File: config.mk
export PLATFORM = sky130hd
export DESIGN_NAME = logic_unit_arbiter
export DESIGN_NICKNAME = d
export VERILOG_FILES = /design/src/rtl/logic_arb_pkg.sv /design/src/rtl/logic_unit.sv /design/src/rtl/logic_unit_arbiter.sv
export SDC_FILE = /design/constraint.sdc
export NUM_CORES = 1
export LEC_CHECK = 0
export CAP_MARGIN = 20
export CORE_ASPECT_RATIO = 0.9
export CORE_MARGIN = 10
export CORE_UTILIZATION = 41
export CTS_CLUSTER_DIAMETER = 40
export DETAILED_ROUTE_END_ITERATION = 10
export MAX_ROUTING_LAYER = met4
export PLACE_DENSITY_LB_ADDON = 0.12
export REMOVE_ABC_BUFFERS = 1
export SLEW_MARGIN = 20
export SYNTH_ARGS = -nofsm -noshare
export SYNTH_HDL_FRONTEND = slang
export SYNTH_SLANG_ARGS = --single-unit
File: constraint.sdc
create_clock -name clk -period 2.06 [get_ports clk]
set_input_delay 0.206 -clock clk [delete_from_list [all_inputs] [get_ports clk]]
set_output_delay 0.206 -clock clk [all_outputs]
set_load 0.05 [all_outputs]
File: src/rtl/logic_arb_pkg.sv
// Shared types for the two-requester logic-unit arbiter: opcodes, FSM states
// and the requester count.
package logic_arb_pkg;

  typedef enum logic [1:0] {
    AND    = 2'b00,
    OR     = 2'b01,
    XOR    = 2'b10,
    PASS_A = 2'b11
  } logic_op_t;

  typedef enum logic {
    IDLE = 1'b0,
    RESP = 1'b1
  } state_t;

  localparam int NUM_REQ = 2;

endpackage

File: src/rtl/logic_unit.sv
// Combinational bitwise logic cell: AND / OR / XOR / pass-through of operand a.
module logic_unit
  import logic_arb_pkg::*;
#(
  parameter int WIDTH = 8
) (
  input  logic_op_t          op,
  input  logic [WIDTH-1:0]   a,
  input  logic [WIDTH-1:0]   b,
  output logic [WIDTH-1:0]   y
);

  always_comb begin
    y = a;
    case (op)
      AND:     y = a & b;
      OR:      y = a | b;
      XOR:     y = a ^ b;
      PASS_A:  y = a;
      default: y = a;
    endcase
  end

endmodule

File: src/rtl/logic_unit_arbiter.sv
// Round-robin arbiter sharing one logic_unit between two valid/ready requesters,
// with a registered result and a wrapping completion counter.
//
// state | meaning
// IDLE  | no operation held; grant offered combinationally on req_ready
// RESP  | result registered for owner, waiting for rsp_ready[owner]
module logic_unit_arbiter
  import logic_arb_pkg::*;
#(
  parameter int WIDTH = 8,
  parameter int CNT_W = 16
) (
  input  logic                 clk,
  input  logic                 rst,
  input  logic [NUM_REQ-1:0]   req_valid,
  output logic [NUM_REQ-1:0]   req_ready,
  input  logic [1:0]           req_op0,
  input  logic [1:0]           req_op1,
  input  logic [WIDTH-1:0]     req_a0,
  input  logic [WIDTH-1:0]     req_b0,
  input  logic [WIDTH-1:0]     req_a1,
  input  logic [WIDTH-1:0]     req_b1,
  output logic [NUM_REQ-1:0]   rsp_valid,
  input  logic [NUM_REQ-1:0]   rsp_ready,
  output logic [WIDTH-1:0]     rsp_data,
  output logic                 busy,
  output logic [CNT_W-1:0]     done_cnt
);

  state_t             state, state_d;
  logic [NUM_REQ-1:0] grant;
  logic               sel;
  logic               owner;
  logic               last_grant;
  logic               accept;
  logic               rsp_hs;
  logic_op_t          op_sel;
  logic [WIDTH-1:0]   a_sel, b_sel, y;

  // On a tie, the requester that did not win last time gets the grant.
  always_comb begin
    grant = '0;
    if (state == IDLE) begin
      case (req_valid)
        2'b01:   grant = 2'b01;
        2'b10:   grant = 2'b10;
        2'b11:   grant = last_grant ? 2'b01 : 2'b10;
        default: grant = 2'b00;
      endcase
    end
  end

  assign req_ready = grant;
  assign sel       = grant[1];
  assign accept    = |(req_valid & grant);
  assign rsp_hs    = rsp_valid[owner] & rsp_ready[owner];
  assign busy      = (state == RESP);

  assign op_sel = logic_op_t'(sel ? req_op1 : req_op0);
  assign a_sel  = sel ? req_a1 : req_a0;
  assign b_sel  = sel ? req_b1 : req_b0;

  logic_unit #(.WIDTH(WIDTH)) u_logic_unit (
    .op (op_sel),
    .a  (a_sel),
    .b  (b_sel),
    .y  (y)
  );

  always_comb begin
    state_d = state;
    case (state)
      IDLE:    if (accept) state_d = RESP;
      RESP:    if (rsp_hs) state_d = IDLE;
      default: state_d = IDLE;
    endcase
  end

  always_ff @(posedge clk) begin
    if (rst) begin
      state      <= IDLE;
      rsp_valid  <= '0;
      rsp_data   <= '0;
      done_cnt   <= '0;
      owner      <= 1'b0;
      last_grant <= 1'b1;
    end else begin
      state <= state_d;
      if (accept) begin
        rsp_data   <= y;
        rsp_valid  <= grant;
        owner      <= sel;
        last_grant <= sel;
      end else if (rsp_hs) begin
        rsp_valid <= '0;
        done_cnt  <= done_cnt + CNT_W'(1);
      end
    end
  end

endmodule
### After elaboration in Yosys (flattened, before gate mapping)

Index checks and enable logic that the tools add are counted.
Widths: inputs -> output; s select.

| cells by class | value |
|---|---|
| add/sub/neg operators | 1 |
| $lt $le $gt $ge | 1 |
| eq/ne operators | 6 |
| multiplexer cells | 16 |
| bitwise operators | 7 |
| reductions and logical operators | 4 |

Operators by type and width:

| kind | count |
|---|---|
| $pmux 8 s4 | 1 |
| $add 16x1->16 const B | 1 |
| $mux 8 | 2 |
| $mux 2 | 5 |
| $and 8x8->8 | 1 |
| $eq 2x2->1 const B | 4 |
| $or 8x8->8 | 1 |
| $xor 8x8->8 | 1 |
| $mux 1 | 6 |
| $pmux 2 s3 | 1 |
| $eq 2x1->1 const B | 2 |
| $and 2x2->2 | 1 |
| $logic_not 2->1 | 1 |
| $lt 1x2->1 const B | 1 |
| $not 1->1 | 2 |
| $pmux 1 s2 | 1 |
| $reduce_and 2->1 | 1 |
| $reduce_bool 2->1 | 1 |
| $reduce_or 2->1 | 1 |
| $and 1x1->1 | 1 |

| word-level totals | value |
|---|---|
| register bits after elaboration | 29 |
| output and inout bits | 29 |
| word-level logic and storage cells | 41 |

### Longest topological paths before layout

| depth | value |
|---|---|
| depth in word-level cells | 7 |
| mapped depth | 12 |

### By module

From an unflattened synthesis, not the netlist that was laid out.

| unflattened totals | value |
|---|---|
| cells, all modules | 221 |
| area, all modules | 1994.4 um2 |

Modules (own cells, without submodules):

| module | instances | cells an instance | area each (um2) |
|---|---|---|---|
| logic_unit_arbiter | 1 | 171 | 1501.4 |
| logic_unit | 1 | 50 | 493.0 |

### Worst setup path before layout

No wires, ideal clock.

| timing path | value |
|---|---|
| kind | register to register |
| start point | reg state (netlist: busy) |
| end point | reg rsp_data[2] |
| library setup time | 0.103 ns |
| arrival | 2.740 ns |
| slack | -0.783 ns |
| stages on the path, launching flop included | 12 |
| clock period less this slack | 2.843 ns |
| cells stage by stage | dfxtp_1 nor2b_4 nand2_4 inv_6 clkbuf_4 clkbuf_1 nand2_1 nand2_1 inv_1 ha_1 a2111o_1 a2111oi_2 |

| on the way | value |
|---|---|
| longest elaborated chain between the ends | 4 |
| elaborated cells between the ends (all ways) | 14 |
| classes of those cells | eq/ne: 3; mux: 5; bitwise: 4; reduce/logical: 2 |

RTL lines:

| element | RTL line | RTL |
|---|---|---|
| start: declaration | logic_unit_arbiter.sv:30 | `state_t state, state_d;` |
| start signal: assignment | logic_unit_arbiter.sv:88 | `state <= state_d;` |
| $mux 2 (*) | logic_unit_arbiter.sv:43 | `if (state == IDLE) begin` |
| named net req_ready[1] | logic_unit_arbiter.sv:16 | `output logic [NUM_REQ-1:0] req_ready,` |
| $mux 2, or another cell as far along | logic_unit_arbiter.sv:59 | `assign op_sel = logic_op_t'(sel ? req_op1 : req_op0);` |
| $eq 2x2->1, or another cell as far along | logic_unit.sv:15 | `case (op)` |
| $pmux 8 s4 | logic_unit.sv:15 |  |
| end signal: assignment | logic_unit_arbiter.sv:90 | `rsp_data <= y;` |
| end: declaration | logic_unit_arbiter.sv:25 | `output logic [WIDTH-1:0] rsp_data,` |

Mark *: on every way through the listed nets, which the timed path passes. The rest lies on a longest branch.
A chain may end at the register's enable or synchronous reset.

### Final worst setup path

| timing path | value |
|---|---|
| start point | in req_valid[1] |
| end point | reg rsp_data[0] |

| on the way | value |
|---|---|
| longest elaborated chain between the ends | 6 |
| elaborated cells between the ends (all ways) | 18 |
| classes of those cells | eq/ne: 6; mux: 6; bitwise: 4; reduce/logical: 2 |

RTL lines:

| element | RTL line | RTL |
|---|---|---|
| start: declaration | logic_unit_arbiter.sv:15 | `input logic [NUM_REQ-1:0] req_valid,` |
| $eq 2x2->1 / $eq 2x1->1 (equally long branches) | logic_unit_arbiter.sv:44 | `case (req_valid)` |
| $pmux 2 s3 | logic_unit_arbiter.sv:44 |  |
| $mux 2 | logic_unit_arbiter.sv:43 |  |
| $mux 2, or another cell as far along | logic_unit_arbiter.sv:59 |  |
| $eq 2x2->1, or another cell as far along | logic_unit.sv:15 |  |
| $pmux 8 s4 | logic_unit.sv:15 |  |

Several ways; a longest one is shown, not always the timed one.

==> results by group <==
Status
  – Status: complete, no violations

Detailed routing
  – Detailed-route vias per instance: 5.11
  – Total Wirelength: 6240 um
  – Drt drc: 0
  – DRT Pass-1 Iters: 4
  – Post-route ant nets: 0
  – Vias: 2153
  – Iter 0 DRT Violations: around 120
  – Wirelength per Cell: 14.8 um

Die
  – Core area: 4860 um2
  – Rows: 24
  – Die width: about 95 um
  – DIE AREA: 8310 um2
  – Initial core utilization: 42.7%
  – Die Ht: ~90 um
  – I/O pins: 71

Global route
  – Largest net degree at the start of global routing: 30
  – Initial antenna violation count: 0
  – Global-route wire length before repair: 10400 um
  – Grt ovf: 0
  – GRT Total Usage: between 10% and 20%
  – Vias in the first global route: 2161

Synth
  – Post-synth EDFFs: 0
  – Post-synth top cells: 34 x nor2_1, 31 x nand2_1, 29 x dfxtp_1, 21 x inv_1, 17 x ha_1
  – Synth top area share: between 20% and 30%
  – Post-synthesis instance area: 2080 um2
  – Ys Warns: 0
  – Post-synthesis cell type count: 40
  – Post-synth top flop: dfxtp_1
  – Area leader, netlist: dfxtp_1
  – Post-synth ARST share: 0%
  – Sequential fraction of the synthesis area: between 20 and 30%
  – Most common cell in the netlist: nor2_1
  – Mean area per synthesized cell: 8.20 um2
  – Yosys reg bits: 29
  – Gate Count Post-Synth: between 200 and 300
  – Synth area leaders: dfxtp_1 28%, ha_1 10%, a2111oi_2 6.5%

Clock tree
  – TritonCTS buffer count: 5
  – Post-CTS setup buffers: 0
  – # clock sinks: 29
  – # hold bufs at CTS: 0
  – H-Tree Depth: 2
  – Clock Pin Slew Worst Setup and Hold Paths: around 0.060 ns
  – TritonCTS clock tree: yes
  – Root Driver: clkbuf_8
  – Clk buf depth: 2
  – Clock Latency Late Sink: 0.28 ns

Setup path
  – Critical Path Start Type: input port
  – R2R Path End: rsp_data[0]$_SDFFE_PP0N_
  – R2r setup slk: 0.17 ns
  – CP endpoint kind: register
  – Reg-to-Reg Start: last_grant$_SDFFE_PP1N_
  – Cells on worst reg2reg path: 9
  – Critical path origin: req_valid[1]
  – WP data arrival: 2.13 ns
  – Req. time, crit path: roughly 2.2 ns
  – Worst Setup Path Type: in2reg
  – Crit path capture: rsp_data[0]$_SDFFE_PP0N_
  – Maximum net fanout on the critical path: 8

Timing
  – Period utilization: 94.8%
  – Slew HR: about 64%
  – Final min period: 1.95 ns
  – Final Max Slew Viols: 0
  – Worst clock skew: 0.00563 ns
  – Final Hold Fails: 0
  – Setup TNS Final: 0 ns
  – Worst setup slack after layout: 0.107 ns
  – Actual slew at the worst max-slew pin: 0.526 ns
  – Maximum clock rate: roughly 0.51 GHz
  – Final setup viols: 0

Place
  – IO Port Bufs: 70
  – Hpwl dp: 4790 um
  – Gpl congestion: 0.846
  – Setup WS pre-CTS: -0.198 ns
  – Placed insts: 413

Power
  – LEAKAGE: 1.40 nW
  – Pwr dens: 585 nW/um2
  – Maximum VDD drop: about 0.33 mV

Flow run
  – Max-cap viol count: 0

Finish
  – Nets: 414
  – Non-filler cells, final: 421
  – Diode count: 0
  – Area growth from synthesis to layout: 57.0%
  – Share of layout cells above drive strength 1: 18.0%

Worst hold path
  – Worst hold-check path type: reg2reg
stage by stage:
| step | total power, W | area, um2 | utilization (%) | hold slack, ns |
|---|---|---|---|---|
| floorplan | 0.000969 | 2030 | - | 0.275 |
| global placement | 0.00128 | 3110 | 64.0 | 0.468 |
| detailed placement | 0.00129 | 3110 | 64.0 | 0.485 |
| CTS | 0.00191 | 3230 | 66.4 | 0.500 |
| global route | 0.00200 | 3260 | 67.0 | 0.521 |
| finish | 0.00190 | 3260 | 67.0 | 0.494 |
cell families (layout without fill, tap and decap cells):
family | Yosys count | count (layout) | synth area share (%)
AOI/OAI and AO/OA | 36 | 36 | 15.9
xor gates and xnor gates | 15 | 15 | 6.33
adders and majority gates | 17 | 17 | 10.2
buffers and inverters | 33 | 136 | 6.45
DFF | 29 | 29 | 28.0
muxes | 13 | 13 | 6.57
and+or+nand+nor | 110 | 110 | 26.5
cells in the final DEF, fill, tap and decap left out, types with 7 or more instances in the layout:
cell             count
nand3b_1            11
a21oi_1             12
inv_1               21
xor2_1              12
a2111oi_2            8
buf_4               33
mux2i_1              8
ha_1                17
nor3b_1              7
dfxtp_1             29
nand2_1             31
nand3_1             13
nor2_1              34
clkdlybuf4s50_1     68
worst min path at each step:
stage | startpoint | to | slack (ns) | cells after the start
after global routing | owner$_SDFFE_PP0N_ | owner$_SDFFE_PP0N_ | 0.52 | 2
after global placement | owner$_SDFFE_PP0N_ | owner$_SDFFE_PP0N_ | 0.47 | 2
final | owner$_SDFFE_PP0N_ | owner$_SDFFE_PP0N_ | 0.49 | 2
after CTS | owner$_SDFFE_PP0N_ | owner$_SDFFE_PP0N_ | 0.50 | 2
after floorplan | rst | busy$_SDFF_PP0_ | 0.28 | 1
after detailed placement | owner$_SDFFE_PP0N_ | owner$_SDFFE_PP0N_ | 0.48 | 2
metal layers:
metal	part of all wire (%)	global-route usage (%)
met3	6.6	3.79
met1	46	19.5
met2	46	25.2
met4	1.4	4.48
met5	0	-
what timing repair did:
action	in CTS	in global routing
endpoints found under the hold margin	0	0
setup endpoints to repair	0	7
resized for setup	0	5
critical path: stages:
cell,delay (ns)
clkdlybuf4s50_1,0.48
nor2b_4,0.18
nand2_4,0.10
buf_6,0.15
mux2i_2,0.16
ha_1,0.20
a2111o_1,0.37
a2111oi_2,0.29
registers in the layout, indices dropped and copies added, names as in the netlist:
name / flops
owner: 1
rsp_data: 8
done_cnt: 16
busy: 1
rsp_valid: 2
last_grant: 1
power breakdown:
group	total (W)	leakage, nW	internal, W	switching [W]
clock	0.000617	0.0585	0.000394	0.000223
combinational	0.000675	1.11	0.000322	0.000353
sequential	0.000613	0.237	0.000592	0.0000209
total	0.00190	1.40	0.00131	0.000596
layout make-up:
type / count / area [um2]
inverters: 22 / 87.6
clock buffers: 7 / 86.3
well taps: 65 / 81.3
repair buffers: 106 / 1010
clock inverters: 1 / 30.0
flip-flops and latches: 29 / 581
fillers: 446 / 1610
multi-input cells: 191 / 1380
(Power assumes the default switching activity.)
==> patch 1: new RTL, config.mk and constraints unchanged <==
Put one more register stage on the output `done_cnt`, cleared by the reset. The value now appears one clock later. The other outputs are not delayed to match.
--- a/src/rtl/logic_unit_arbiter.sv
+++ b/src/rtl/logic_unit_arbiter.sv
@@ -26,6 +26,8 @@
   output logic                 busy,
   output logic [CNT_W-1:0]     done_cnt
 );
+
+  logic [CNT_W-1:0] done_cnt_s0;
 
   state_t             state, state_d;
   logic [NUM_REQ-1:0] grant;
@@ -81,7 +83,7 @@
       state      <= IDLE;
       rsp_valid  <= '0;
       rsp_data   <= '0;
-      done_cnt   <= '0;
+      done_cnt_s0 <= '0;
       owner      <= 1'b0;
       last_grant <= 1'b1;
     end else begin
@@ -93,9 +95,17 @@
         last_grant <= sel;
       end else if (rsp_hs) begin
         rsp_valid <= '0;
-        done_cnt  <= done_cnt + CNT_W'(1);
+        done_cnt_s0 <= done_cnt_s0 + CNT_W'(1);
       end
     end
   end
 
+  always_ff @(posedge clk) begin
+    if (rst) begin
+      done_cnt <= '0;
+    end else begin
+      done_cnt <= done_cnt_s0;
+    end
+  end
+
 endmodule
Behaviour: not the same (a bounded check fails within 4 cycles, from zero or initial values and one cycle with rst high).
==> patch 1 against the original RTL <==
The flow now finishes with violations (setup timing). Hold slack got worse by 0.0094 ns. Power rose by 23%. Routed wire length rose by 20%. Critical path depth rose by 1. Final area rose by 29%. Clock power fell by 9.9%. Synthesized area rose by 26%. Worst setup slack got worse by 0.33 ns. Sequential cell count rose by 16. Critical path type is now flip-flop to flip-flop. Highest routed layer unchanged.
==> patch 1: results (changes against the original RTL) <==
- Status: finished, violations left
- Failing checks: setup timing
- Drt via density: 5.03 (-1.7%)
- Crit path max fanout: 6 (-2)
- Share of layout cells above drive strength 1: 0.281 (+0.102)
- FILL cells: 479 (+7.4%)
- Worst Hold End: done_cnt[15]
- Final WL: 7480 µm (+20%)
- Largest net degree at the start of global routing: 37 (+23%)
- Final Skew: 0.0113 ns (+0.00564 ns)
- Met3 routed WL: 239 µm (-42%)
- Post-synth cell types: 34 (-15%)
- Worst EP arrival: 2.47 ns (+0.34 ns)
- Sequential element share of the synthesized area: 0.345 (+0.0653)
- Via count: 2,473 (+15%)
- Top-count cell post-synth: dfxtp_1
- Htree depth: 2 (unchanged)
- Biggest regs: done_cnt: 16 flops, done_cnt_s0: 16 flops, rsp_data: 8 flops
- Worst-path clk slew: 0.10 ns (+0.04 ns)
- Nets@finish: 463 (+12%)
- Final max-slew violation count: 0 (unchanged)
- Setup_tns: -1.29 ns (-1.29 ns)
- Met1 Wirelength: 3520 µm (+22%)
- Met2 Routed Length: 3630 µm (+27%)
- Global-route usage over all layers: 0.147 (-0.0112)
- LEAKAGE: 1.70 nW (+21%)
- Setup Viol. Count Final: 8 (+8)
- Top layer in use: met4
- Worst VDD drop: 293 µV (-12%)
- Area contributors post-synth: dfxtp_1 (34%), ha_1 (8.1%), nor2b_1 (7.7%)
- Post-synth top cells: dfxtp_1 (45), nor2b_1 (32), nand2_1 (31)
- Smallest setup slack after layout: -0.221 ns (-0.328 ns)
- Worst reg2reg path depth: 9 (unchanged)
- DP HPWL: 4860 µm (+1.5%)
- Yosys warns: 0 (unchanged)
- DP Worst Slack: -0.589 ns (-0.391 ns)
- Worst hold start: done_cnt_s0[15]
- WHS Path Cells: 1 (-1)
- Worst-margin pin slew: 0.758 ns (+0.232 ns)
- R2r endpoint: rsp_data[2]
- GPL Wtd Cong: 0.789 (-6.7%)
- Initial DRC Count: 98 (-15%)
- Global-route wire length before repair: 11,900 µm (+15%)
- Cells after Synth: 301 (+19%)
## patch 1: cell types whose count changed after synthesis, moves of 9 or more
cell | before | now
and3_1 | 1 | 13
a211oi_1 | 1 | 16
o22ai_1 | 0 | 16
a21oi_1 | 12 | 3
a2111oi_2 | 9 | 0
nand3b_1 | 11 | 0
dfxtp_1 | 29 | 45
nor2b_1 | 1 | 32
## patch 1: area by class of cell
cell class / instances / share of cell area
inverters: 18 / 0.0161
flip-flops and latches: 45 / 0.215
multi-input cells: 221 / 0.447
clock inverters: 3 / 0.00508
clock buffers: 5 / 0.0164
well taps: 87 / 0.0260
repair buffers: 113 / 0.274
## patch 1: worst max-delay path by stage
stage / startpoint / to / slack [ns]
finish: last_grant / rsp_data[2] / -0.22
global route: last_grant / rsp_data[7] / -0.27
CTS: last_grant / rsp_data[6] / -0.09
detailed placement: req_valid[0] / rsp_data[7] / -0.59
global placement: req_valid[0] / rsp_data[7] / -0.50
floorplan: busy / rsp_data[6] / -1.93
## patch 1: routing by layer
metal  vias up  GRT usage
met5         -          -
met4         0     0.0394
met3        12     0.0287
met2        59      0.246
met1      1167      0.181
li1       1235          -
## patch 1: timing repair
item / 4_1_cts / 5_1_grt
pin swaps: 30 / 19
setup buffers: 6 / 14
hold buffers: 0 / 0
resized for setup: 46 / 29
setup endpoints to repair: 8 / 8
hold endpoints to repair: 0 / 0
cloned: 2 / 0
## patch 1: kinds of logic (layout without fill, tap and decap cells)
logic type / Yosys count / after routing / share of synthesized area
AOI/OAI and AO/OA: 52 / 52 / 0.156
xor gates and xnor gates: 15 / 15 / 0.0503
and+or+nand+nor: 119 / 119 / 0.233
DFF: 45 / 45 / 0.345
muxes: 18 / 18 / 0.0733
buffers and inverters: 35 / 139 / 0.0613
adders and majority gates: 17 / 17 / 0.0815
## patch 1: metrics by stage
stage                     area (µm²)  hold slack [ns]
after CTS                       3930            0.489
final                           4190            0.485
after detailed placement        3540            0.468
after global routing            4190            0.507
after global placement          3540            0.467
after floorplan                 2520            0.275
## patch 1: critical path: stages, from the launching register on
cell	delay (ns)
dfxtp_2	0.35
a211oi_4	0.34
buf_12	0.18
buf_6	0.11
mux2i_4	0.22
buf_4	0.15
ha_4	0.21
a211oi_2	0.25
o22ai_1	0.15
a22o_1	0.21
## patch 1: report_power, final
group	total, mW	switching, mW	internal [mW]
clock	0.556	0.315	0.241
sequential	0.927	0.0255	0.902
combinational	0.852	0.414	0.438
==> patch 2: new RTL, config.mk and constraints unchanged <==
Made on the original files. `WIDTH` is set to 8 in 2 places; all go to 9.
--- a/src/rtl/logic_unit.sv
+++ b/src/rtl/logic_unit.sv
@@ -2,7 +2,7 @@
 module logic_unit
   import logic_arb_pkg::*;
 #(
-  parameter int WIDTH = 8
+  parameter int WIDTH = 9
 ) (
   input  logic_op_t          op,
   input  logic [WIDTH-1:0]   a,
--- a/src/rtl/logic_unit_arbiter.sv
+++ b/src/rtl/logic_unit_arbiter.sv
@@ -7,7 +7,7 @@
 module logic_unit_arbiter
   import logic_arb_pkg::*;
 #(
-  parameter int WIDTH = 8,
+  parameter int WIDTH = 9,
   parameter int CNT_W = 16
 ) (
   input  logic                 clk,
Interface: changed (5 resized); port bits go from 71 to 76. The function was not compared with the original's and may differ.
==> patch 2 against the original RTL <==
Sequential cell count is 1 higher. Hold slack got worse by 0.0020 ns. Register-to-register slack got worse by 0.22 ns. Core utilization rose by 3.4 points. The run now ends with setup timing left. Routed wire length grew 13%. Final area grew 15%. Highest routed layer unchanged. Synthesized area grew 9.6%. Worst setup slack worse by 0.16 ns. Power rose by 9.8%. Sequential power rose by 3.6%. Critical endpoint is now rsp_data[7]. Via count increased by 2.6%.
==> patch 2: results (changes against the original RTL) <==
- Status: finished, violations left
- Failing checks: setup timing
- Largest net degree at the start of global routing: 18 (-40%)
- Fin cells: 402 (-4.5%)
- Worst EP arrival: 2.28 ns (+0.15 ns)
- I/O Buffers: 75 (+7.1%)
- Final Skew: 0.00771 ns (+0.00208 ns)
- Initial DRC Count: 104 (-9.6%)
- Ant. Diodes: 0 (unchanged)
- Share of layout cells above drive strength 1: 0.304 (+0.125)
- Global-route usage over all layers: 0.153 (-0.00537)
- Smallest setup slack after layout: -0.0548 ns (-0.162 ns)
- Sequential element share of the synthesized area: 0.264 (-0.0158)
- Post-synth top cells: inv_1 (34), dfxtp_1 (30), ha_1 (19)
- WL/cell: 17.6 µm (+18%)
- Yosys warns: 0 (unchanged)
- Yosys top cell area share: 0.264 (-0.0158)
- Vias in the first global route: 2,271 (+5.1%)
- Worst VDD drop: 345 µV (+4.2%)
- Crit path max fanout: 17 (+9)
- Post-synth cell types: 38 (-5.0%)
- Global-route wire length before repair: 11,200 µm (+8.1%)
- Biggest regs: done_cnt: 16 flops, rsp_data: 9 flops, rsp_valid: 2 flops
- GPL Wtd Cong: 0.748 (-12%)
- Cells after DPL: 392 (-5.1%)
- DP HPWL: 5110 µm (+6.8%)
- Drt via density: 5.50 (+7.5%)
- Setup Viol. Count Final: 6 (+6)
- Worst slew margin: 0.622 (-0.0207)
- Area contributors post-synth: dfxtp_1 (26%), mux4_2 (18%), ha_1 (10%)
- CTS buffer count: 5 (unchanged)
- LEAKAGE: 1.42 nW (+1.3%)
- Mean Syn Cell Area: 9.52 µm² (+16%)
- FFs w/ async S/R, synth: 0 (unchanged)
## patch 2: cell types whose count changed in the layout (fill, tap and decap cells not counted), moves of 7 or more
cell | before | now
a2111oi_2 | 8 | 1
nor2_1 | 34 | 17
mux4_2 | 0 | 18
buf_4 | 33 | 25
nand3b_1 | 11 | 0
mux2i_4 | 0 | 14
inv_1 | 21 | 30
xor2_1 | 12 | 1
ha_1 | 17 | 9
nor3b_1 | 7 | 0
nand2_1 | 31 | 7
## patch 2: per-stage QoR
step | instance area (µm²) | setup WS [ns] | total power, mW | TNS, ns
3_5_place_dp | 3250 | -0.447 | 1.33 | -3.94
2_1_floorplan | 2210 | -1.25 | 1.03 | -12.04
4_1_cts | 3540 | -0.0171 | 2.02 | -0.0171
6_report | 3740 | -0.0548 | 2.09 | -0.195
5_1_grt | 3740 | -0.124 | 2.18 | -0.833
3_3_place_gp | 3250 | -0.411 | 1.31 | -3.57
## patch 2: cell type report
class                           count  area [µm²]
Clock buffer                        6        82.6
Clock inverter                      1        30.0
Timing Repair Buffer              102        1000
Inverter                           34         133
Multi-Input combinational cell    162        1810
Sequential cell                    30         603
Fill cell                         418        1580
Tap cell                           67        83.8
## patch 2: cell families (layout without fill, tap and decap cells)
kind of cell,count (synthesis),in the layout,synth area share
flip-flops,30,30,0.264
multiplexers,37,37,0.262
buffers and inverters,47,143,0.0830
AO/OA/AOI/OAI,43,43,0.126
XOR/XNOR,5,5,0.0192
AND/OR/NAND/NOR,58,58,0.141
adder cells (fa/ha/maj),19,19,0.104
## patch 2: path summary, 6_finish.rpt
kind,slack (ns),depth (start not counted),to,startpoint
hold / removal,0.49,2,done_cnt[13],done_cnt[13]
hold reg to reg,0.49,2,done_cnt[13],done_cnt[13]
setup reg to reg,-0.05,9,rsp_data[7],last_grant
setup / recovery,-0.05,9,rsp_data[7],last_grant
## patch 2: timing repair
item,4_1_cts,5_1_grt
resized for setup,33,32
pin swaps,6,7
hold buffers,0,0
buffers inserted,0,2
setup endpoints to repair,9,9
gates cloned,1,0
## patch 2: where the power goes
group	switching [mW]	internal (mW)
combinational	0.402	0.426
sequential	0.0220	0.613
clock	0.242	0.387
total	0.666	1.43
## patch 2: routing by layer
| metal | vias to the layer above | share of wire | track usage | routed length [µm] |
|---|---|---|---|---|
| met5 | - | 0 | - | 0 |
| met2 | 72 | 0.50 | 0.260 | 3550 |
| met4 | 0 | 0.020 | 0.0477 | 138 |
| li1 | 1061 | - | - | - |
| met1 | 1063 | 0.42 | 0.175 | 2990 |
| met3 | 14 | 0.054 | 0.0329 | 381 |
## patch 2: critical path: stages, from the launching register on
cell and delay, ns:
dfxtp_2 0.34, nand2_2 0.06, nand3_4 0.10, buf_12 0.21, mux2i_2 0.32, inv_1 0.09, ha_2 0.19, mux4_2 0.46
o22ai_2 0.17, nor3_2 0.05
